--- config.mk ---
export PLATFORM = sky130hd
export DESIGN_NAME = memlcd_frame_sequencer_flat
export DESIGN_NICKNAME = d
export VERILOG_FILES = /design/src/rtl/memlcd_pkg.sv /design/src/rtl/memlcd_frame_sequencer_if.sv /design/src/rtl/memlcd_vcom_gen.sv /design/src/rtl/memlcd_frame_sequencer.sv /design/src/flat_wrapper.sv
export SDC_FILE = /design/constraint.sdc
export NUM_CORES = 1
export LEC_CHECK = 0
export ABC_AREA = 1
export CELL_PAD_IN_SITES_DETAIL_PLACEMENT = 1
export CELL_PAD_IN_SITES_GLOBAL_PLACEMENT = 2
export CORE_MARGIN = 3
export CORE_UTILIZATION = 32
export CTS_CLUSTER_SIZE = 12
export DETAILED_ROUTE_END_ITERATION = 8
export PLACE_DENSITY_LB_ADDON = 0.1
export SLEW_MARGIN = 15
export SYNTH_ARGS = -nofsm -noshare
export SYNTH_HDL_FRONTEND = slang
export SYNTH_SLANG_ARGS = --single-unit
--- constraint.sdc ---
create_clock -name i_clk -period 1.8 [get_ports i_clk]
set_clock_uncertainty 0.05 [all_clocks]
set_input_delay 0.36 -clock i_clk [delete_from_list [all_inputs] [get_ports i_clk]]
set_output_delay 0.36 -clock i_clk [all_outputs]
set_load 0.005 [all_outputs]
--- src/rtl/memlcd_pkg.sv ---
// Shared types and default timing for the memory-LCD frame sequencer.
package memlcd_pkg;

  localparam int unsigned RgbW          = 6;
  localparam int unsigned DefHActive    = 120;
  localparam int unsigned DefVLines     = 240;
  localparam int unsigned DefClkDiv     = 4;
  localparam int unsigned DefGenTicks   = 2;
  localparam int unsigned DefVcomHalf   = 1000000;

  typedef enum logic [2:0] {
    StIdle,
    StGstart,
    StShift,
    StGen,
    StFrameEnd
  } seq_state_e;

endpackage

--- src/rtl/memlcd_frame_sequencer_if.sv ---
// FWFT pixel FIFO read port between the async FIFO and the frame sequencer.
interface memlcd_frame_sequencer_if;

  logic                          rempty;
  logic                          rd_en;
  logic [memlcd_pkg::RgbW-1:0]   rd_data;

  // master: sequencer (pops); slave: FIFO (supplies head word)
  modport master (input rempty, input rd_data, output rd_en);
  modport slave  (output rempty, output rd_data, input rd_en);

endinterface

--- src/rtl/memlcd_vcom_gen.sv ---
// Free-running VCOM polarity generator; runs regardless of frame activity.
module memlcd_vcom_gen
  import memlcd_pkg::*;
#(
  parameter int unsigned VCOM_HALF = DefVcomHalf
) (
  input  logic i_clk,
  input  logic i_reset,
  output logic o_va,
  output logic o_vb,
  output logic o_vcom
);

  localparam int unsigned CntW = (VCOM_HALF > 1) ? $clog2(VCOM_HALF) : 1;
  localparam logic [CntW-1:0] CntLast = CntW'(VCOM_HALF - 1);

  logic [CntW-1:0] cnt_q;
  logic            vcom_q, va_q, vb_q;
  logic            flip;

  assign flip = (cnt_q == CntLast);

  // Half-period counter and the three polarity registers.
  always_ff @(posedge i_clk) begin
    if (i_reset) begin
      cnt_q  <= '0;
      vcom_q <= 1'b0;
      va_q   <= 1'b0;
      vb_q   <= 1'b1;
    end else begin
      cnt_q <= flip ? '0 : cnt_q + 1'b1;
      if (flip) begin
        vcom_q <= ~vcom_q;
        va_q   <= ~vcom_q;
        vb_q   <= vcom_q;
      end
    end
  end

  assign o_vcom = vcom_q;
  assign o_va   = va_q;
  assign o_vb   = vb_q;

endmodule

--- src/rtl/memlcd_frame_sequencer.sv ---
// Memory-LCD frame scheduler: drains the pixel FIFO and generates gate/source timing.
// Build option: MEMLCD_UNDERRUN_BLANK_EN - an empty FIFO at a pixel tick emits a blank
// pixel instead of stalling, keeping frame timing exact.
module memlcd_frame_sequencer
  import memlcd_pkg::*;
#(
  parameter int unsigned H_ACTIVE  = DefHActive,
  parameter int unsigned V_LINES   = DefVLines,
  parameter int unsigned CLK_DIV   = DefClkDiv,
  parameter int unsigned GEN_TICKS = DefGenTicks,
  parameter int unsigned VCOM_HALF = DefVcomHalf
) (
  input  logic                     i_clk,
  input  logic                     i_reset,
  input  logic                     i_start,
  output logic                     o_busy,
  output logic                     o_frame_done,
  output logic                     o_underrun,
  memlcd_frame_sequencer_if.master fifo,
  output logic                     o_va,
  output logic                     o_vb,
  output logic                     o_vcom,
  output logic                     o_gsp,
  output logic                     o_gck,
  output logic                     o_gen,
  output logic                     o_intb,
  output logic                     o_bsp,
  output logic                     o_bck,
  output logic [RgbW-1:0]          o_rgb
);

  localparam int unsigned PreW  = $clog2(CLK_DIV);
  localparam int unsigned PixW  = $clog2(H_ACTIVE + 1);
  localparam int unsigned LineW = (V_LINES > 1) ? $clog2(V_LINES) : 1;
  localparam int unsigned GenW  = (GEN_TICKS > 1) ? $clog2(GEN_TICKS) : 1;

  localparam logic [PreW-1:0]  PreLast  = PreW'(CLK_DIV - 1);
  localparam logic [PreW-1:0]  PreHalf  = PreW'(CLK_DIV / 2 - 1);
  localparam logic [PixW-1:0]  PixLast  = PixW'(H_ACTIVE - 1);
  localparam logic [LineW-1:0] LineLast = LineW'(V_LINES - 1);
  localparam logic [GenW-1:0]  GenLast  = GenW'(GEN_TICKS - 1);

  seq_state_e state_q, state_d;

  logic [PreW-1:0]  pre_q, pre_d;
  logic [PixW-1:0]  pix_q, pix_d;
  logic [LineW-1:0] line_q, line_d;
  logic [GenW-1:0]  gen_cnt_q, gen_cnt_d;
  logic [RgbW-1:0]  rgb_q, rgb_d;
  logic gsp_q, gsp_d, gck_q, gck_d, gen_q, gen_d, bsp_q, bsp_d;
  logic bck_q, bck_d, bck_pend_q, bck_pend_d;
  logic underrun_q, underrun_d, done_q, done_d;

  logic tick_due, empty_due, stall, tick, pop;

  assign tick_due  = (state_q != StIdle) && (pre_q == PreLast);
  assign empty_due = (state_q == StShift) && tick_due && fifo.rempty;
`ifdef MEMLCD_UNDERRUN_BLANK_EN
  assign stall = 1'b0;
`else
  assign stall = empty_due;
`endif
  assign tick = tick_due && !stall;
  assign pop  = (state_q == StShift) && tick_due && !fifo.rempty;

  // Pop is gated by reset so an aborted frame never consumes another word.
  assign fifo.rd_en = pop && !i_reset;

  // FSM state register.
  always_ff @(posedge i_clk) begin
    if (i_reset) state_q <= StIdle;
    else         state_q <= state_d;
  end

  // FSM next-state logic; every transition except start waits for a tick.
  always_comb begin
    state_d = state_q;
    unique case (state_q)
      StIdle:     if (i_start) state_d = StGstart;
      StGstart:   if (tick) state_d = StShift;
      StShift:    if (tick && (pix_q == PixLast)) state_d = StGen;
      StGen:      if (tick && (gen_cnt_q == GenLast)) begin
                    state_d = (line_q == LineLast) ? StFrameEnd : StShift;
                  end
      StFrameEnd: if (tick) state_d = StIdle;
      default:    state_d = StIdle;
    endcase
  end

  // FSM output logic: next values of the prescaler, counters and panel pins.
  always_comb begin
    pre_d      = pre_q;
    pix_d      = pix_q;
    line_d     = line_q;
    gen_cnt_d  = gen_cnt_q;
    rgb_d      = rgb_q;
    gsp_d      = gsp_q;
    gck_d      = gck_q;
    gen_d      = gen_q;
    bsp_d      = bsp_q;
    bck_d      = bck_q;
    bck_pend_d = bck_pend_q;
    underrun_d = underrun_q;
    done_d     = 1'b0;

    // Stalled ticks hold the prescaler at its terminal count.
    if (state_q == StIdle)  pre_d = '0;
    else if (!stall)        pre_d = (pre_q == PreLast) ? '0 : pre_q + 1'b1;

    // BCK edge lands half a tick after each load so RGB has setup time.
    if (bck_pend_q && (pre_q == PreHalf)) begin
      bck_d      = ~bck_q;
      bck_pend_d = 1'b0;
    end

    unique case (state_q)
      StIdle: begin
        if (i_start) begin
          gsp_d      = 1'b1;
          underrun_d = 1'b0;
          pix_d      = '0;
          line_d     = '0;
          gen_cnt_d  = '0;
          bck_pend_d = 1'b0;
        end
      end
      StGstart: begin
        if (tick) begin
          gsp_d  = 1'b0;
          gck_d  = ~gck_q;
          line_d = '0;
          pix_d  = '0;
        end
      end
      StShift: begin
        if (empty_due) underrun_d = 1'b1;
        if (tick) begin
          // Only reachable empty when blanking is built in.
          rgb_d      = fifo.rempty ? '0 : fifo.rd_data;
          bsp_d      = (pix_q == '0);
          pix_d      = pix_q + 1'b1;
          bck_pend_d = 1'b1;
          if (pix_q == PixLast) begin
            gen_d     = 1'b1;
            gen_cnt_d = '0;
          end
        end
      end
      StGen: begin
        if (tick) begin
          bsp_d = 1'b0;
          rgb_d = '0;
          if (gen_cnt_q == GenLast) begin
            gen_d     = 1'b0;
            gen_cnt_d = '0;
            if (line_q != LineLast) begin
              line_d = line_q + 1'b1;
              gck_d  = ~gck_q;
              pix_d  = '0;
            end
          end else begin
            gen_cnt_d = gen_cnt_q + 1'b1;
          end
        end
      end
      StFrameEnd: begin
        if (tick) begin
          gck_d  = 1'b0;
          done_d = 1'b1;
        end
      end
      default: ;
    endcase
  end

  // Datapath and registered panel outputs.
  always_ff @(posedge i_clk) begin
    if (i_reset) begin
      pre_q      <= '0;
      pix_q      <= '0;
      line_q     <= '0;
      gen_cnt_q  <= '0;
      rgb_q      <= '0;
      gsp_q      <= 1'b0;
      gck_q      <= 1'b0;
      gen_q      <= 1'b0;
      bsp_q      <= 1'b0;
      bck_q      <= 1'b0;
      bck_pend_q <= 1'b0;
      underrun_q <= 1'b0;
      done_q     <= 1'b0;
    end else begin
      pre_q      <= pre_d;
      pix_q      <= pix_d;
      line_q     <= line_d;
      gen_cnt_q  <= gen_cnt_d;
      rgb_q      <= rgb_d;
      gsp_q      <= gsp_d;
      gck_q      <= gck_d;
      gen_q      <= gen_d;
      bsp_q      <= bsp_d;
      bck_q      <= bck_d;
      bck_pend_q <= bck_pend_d;
      underrun_q <= underrun_d;
      done_q     <= done_d;
    end
  end

  assign o_busy       = (state_q != StIdle);
  assign o_intb       = (state_q != StIdle);
  assign o_frame_done = done_q;
  assign o_underrun   = underrun_q;
  assign o_gsp        = gsp_q;
  assign o_gck        = gck_q;
  assign o_gen        = gen_q;
  assign o_bsp        = bsp_q;
  assign o_bck        = bck_q;
  assign o_rgb        = rgb_q;

  memlcd_vcom_gen #(
    .VCOM_HALF (VCOM_HALF)
  ) u_vcom_gen (
    .i_clk   (i_clk),
    .i_reset (i_reset),
    .o_va    (o_va),
    .o_vb    (o_vb),
    .o_vcom  (o_vcom)
  );

endmodule

--- src/flat_wrapper.sv ---
// flat-port wrapper written by rule: the top's interface ports become plain ports
module memlcd_frame_sequencer_flat import memlcd_pkg::*;
#(
  parameter int unsigned H_ACTIVE  = DefHActive,
  parameter int unsigned V_LINES   = DefVLines,
  parameter int unsigned CLK_DIV   = DefClkDiv,
  parameter int unsigned GEN_TICKS = DefGenTicks,
  parameter int unsigned VCOM_HALF = DefVcomHalf
)
  (i_clk, i_reset, i_start, o_busy, o_frame_done, o_underrun, o_va, o_vb, o_vcom, o_gsp, o_gck, o_gen, o_intb, o_bsp, o_bck, o_rgb, fifo_rempty, fifo_rd_data, fifo_rd_en);
  memlcd_frame_sequencer_if fifo_i ();
  input  logic i_clk;
  input  logic i_reset;
  input  logic i_start;
  output logic o_busy;
  output logic o_frame_done;
  output logic o_underrun;
  output logic o_va;
  output logic o_vb;
  output logic o_vcom;
  output logic o_gsp;
  output logic o_gck;
  output logic o_gen;
  output logic o_intb;
  output logic o_bsp;
  output logic o_bck;
  output logic [RgbW-1:0] o_rgb;
  input wire logic [$bits(fifo_i.rempty)-1:0] fifo_rempty;
  input wire logic [$bits(fifo_i.rd_data)-1:0] fifo_rd_data;
  output wire logic [$bits(fifo_i.rd_en)-1:0] fifo_rd_en;
  assign fifo_i.rempty = fifo_rempty;
  assign fifo_i.rd_data = fifo_rd_data;
  assign fifo_rd_en = fifo_i.rd_en;
  memlcd_frame_sequencer #(.H_ACTIVE(H_ACTIVE), .V_LINES(V_LINES), .CLK_DIV(CLK_DIV), .GEN_TICKS(GEN_TICKS), .VCOM_HALF(VCOM_HALF)) u_core (.i_clk(i_clk), .i_reset(i_reset), .i_start(i_start), .o_busy(o_busy), .o_frame_done(o_frame_done), .o_underrun(o_underrun), .fifo(fifo_i), .o_va(o_va), .o_vb(o_vb), .o_vcom(o_vcom), .o_gsp(o_gsp), .o_gck(o_gck), .o_gen(o_gen), .o_intb(o_intb), .o_bsp(o_bsp), .o_bck(o_bck), .o_rgb(o_rgb));
endmodule
==> impl_metrics.tcl <==
set metrics [dict create \
    insertion_delay_ns 0.34 \
    syn_area_um2 3160 \
    arrival_ns 1.31 \
    antenna_found_initial 0 \
    core-area_um2 9420 \
    cp_max_fo 7 \
    dpl.hpwl_um 6990 \
    route.final.wire_length_um 9250 \
    ff_latch_area_um2 1150 \
    cts_buffer_depth 2 \
    std_cell_rows 35 \
    overflow 0 \
    yosysWarnings 0 \
    vias 3255 \
    maxSlewViolCount 0 \
    place_congestion 0.864 \
    multiInputGateArea_um2 1780 \
    yosysSeqAreaShare_pct 36.1 \
    period_needed_ns 1.72 \
    end_kind "output pin" \
    period_share_pct 95.4 \
    ios 29 \
    place_area_um2 3780 \
    numCtsBuffers 9 \
    diodes 0 \
    drv_cap 0 \
    post-route-drc-count 0 \
    ys_ff_latch 57 \
    dp.cells 647 \
    power_density_nw_per_um2 1110 \
    grt_usage_pct 17.3 \
    design_area_um2 4100 \
    p_leak_nw 1.62 \
    vias_per_cell 4.88 \
    fp.dieArea_um2 11100 \
    drive_above_1_share_pct 17.5 \
    cts_tree "yes" \
    critPathLaunch "u_core.state_q[0]" \
    layout_commonest_cell "nand2_1" \
    grt_max_degree 21 \
    wl_per_cell_um 13.9 \
    worst_pin_slew_ns 0.383 \
    hold_path_startpoint "u_core.u_vcom_gen.o_vb" \
    h-tree-depth 3 \
    max_freq_ghz 0.582 \
    firstDrtPassIters 4 \
    wl_met2_um 4500 \
    first_iter_violations 75 \
    finalHoldViolCount 0 \
    avgSynthCellArea_um2 6.71 \
    netlist_instances 471 \
    io_buffers 28 \
    path_class "register to output pin" \
    grt_pass1_vias 3319 \
    fin_nets 549 \
    synthArstFlopShare_pct 0 \
    hp-class "register to register" \
    fill_cells 1215 \
    dr_wl_met3_um 205 \
    final_cells 667 \
    timing.rr.start "u_core.u_vcom_gen.cnt_q[0]" \
    start_util_pct 33.6 \
    synth_edf_count 0 \
    finalSetupViolCount 0 \
    clock-root-buffer "clkbuf_8" \
    cts.clk_slew.worst_paths_ns 0.07 \
    clock-sinks 57 \
    syn-num-nets 487 \
    grt_pass1_wl_um 15700 \
    die_x_um 105 \
    worst_slack_ns 0.0828 \
    required_ns 1.39 \
    met1_length_um 4410 \
    cp-start-kind "register" \
    yosysUniqueCellTypes 36 \
    slew_headroom_pct 74.3 \
    status "finished clean" \
    postRouteAntennaNets 0 \
    synth_ff_type "dfxtp_1" \
    final_cell_mix "nand2_1, nor2_1, dfxtp_1" \
    area_growth_pct 29.8 \
    top_layer "met4" \
    die_h_um 105 \
    vdd_drop_max_mv 0.503 \
    pre_cts_ws_ns -0.161 \
]
-- worst paths after layout --
check / endpoint / slack, ns / cells after the start
worst max-delay path: o_busy / 0.08 / 4
worst min-delay path: u_core.u_vcom_gen.o_vb / 0.41 / 2
worst max register to register: u_core.u_vcom_gen.cnt_q[12] / 0.11 / 8
worst min register to register: u_core.u_vcom_gen.o_vb / 0.41 / 2
-- metrics by stage --
stage / hold WS, ns / total power [mW] / TNS, ns / utilization (%)
after floorplan: 0.368 / 2.59 / 0 / -
after global placement: 0.378 / 3.06 / -0.917 / 40.2
after detailed placement: 0.389 / 3.13 / -2.00 / 40.2
after CTS: 0.406 / 4.56 / 0 / 42.7
after global routing: 0.442 / 4.87 / -0.0334 / 43.6
final: 0.410 / 4.54 / 0 / 43.6
-- Yosys cell counts, types with 2 or more instances --
cell	number	area share (%)
a21oi_1	33	5.2
buf_2	2	0.32
nor2_8	3	1.9
ha_1	6	2.4
nor2_1	67	8.0
nor3_1	10	1.6
or2_2	3	0.59
nand2_2	6	1.2
nand4_1	16	3.2
nor2_4	2	0.71
nand2_4	3	1.1
buf_4	2	0.47
nor2_2	3	0.59
clkbuf_1	3	0.36
dfxtp_1	57	36
inv_2	6	0.71
a21oi_2	2	0.55
buf_6	4	1.4
o21ai_0	16	2.5
nand3_2	2	0.63
nand2_1	110	13
inv_1	50	5.9
nand3_1	48	7.6
xor2_1	3	0.83
nand3b_1	3	0.71
-- kinds of logic after synthesis --
kind of cell    share of synthesized area, %
buf+inv                                 9.50
compound gates                          9.30
xor+xnor                               0.831
fa+ha+maj                               2.37
flops                                   36.1
simple gates                            41.9
-- where the power goes --
group	leakage, nW	total (mW)	internal [mW]	switching [mW]
registers	0.464	1.56	1.41	0.149
logic	1.04	1.57	0.650	0.920
clock network	0.115	1.41	0.851	0.557
total	1.62	4.54	2.91	1.63
-- critical path, stage by stage, from the launching register on --
cell and delay, ns:
dfxtp_1 0.33, buf_6 0.15, nor2_8 0.14, nand2_4 0.08
dlygate4sd2_1 0.27
-- what timing repair did --
| action | in CTS | in global routing |
|---|---|---|
| setup buffers | 0 | 4 |
| hold buffers | 0 | 0 |
| setup endpoints to repair | 3 | 35 |
| resized for setup | 9 | 12 |
| endpoints found under the hold margin | 0 | 0 |
| pin swaps | 0 | 5 |
-- routing by layer --
| layer | global-route usage (%) | vias to the layer above |
|---|---|---|
| li1 | - | 1646 |
| met4 | 6.00 | 0 |
| met3 | 3.00 | 11 |
| met5 | 0 | - |
| met2 | 29.7 | 36 |
| met1 | 21.9 | 1562 |
-- area by class of cell --
| class | count | share of cell area (%) |
|---|---|---|
| repair buffers | 62 | 13.9 |
| well taps | 129 | 3.93 |
| flip-flops and latches | 57 | 27.9 |
| inverters | 58 | 5.34 |
| clock inverters | 5 | 1.89 |
| clock buffers | 11 | 3.69 |
| multi-input cells | 345 | 43.3 |
-- state kept, by name (all words and copies together), names as in the netlist, 2 cells and up --
signal	cells
u_core.state_q	3
u_core.line_q	8
u_core.o_rgb	6
u_core.pre_q	2
u_core.pix_q	7
u_core.u_vcom_gen.cnt_q	20
Note: power is estimated with default switching activity, not from simulation.
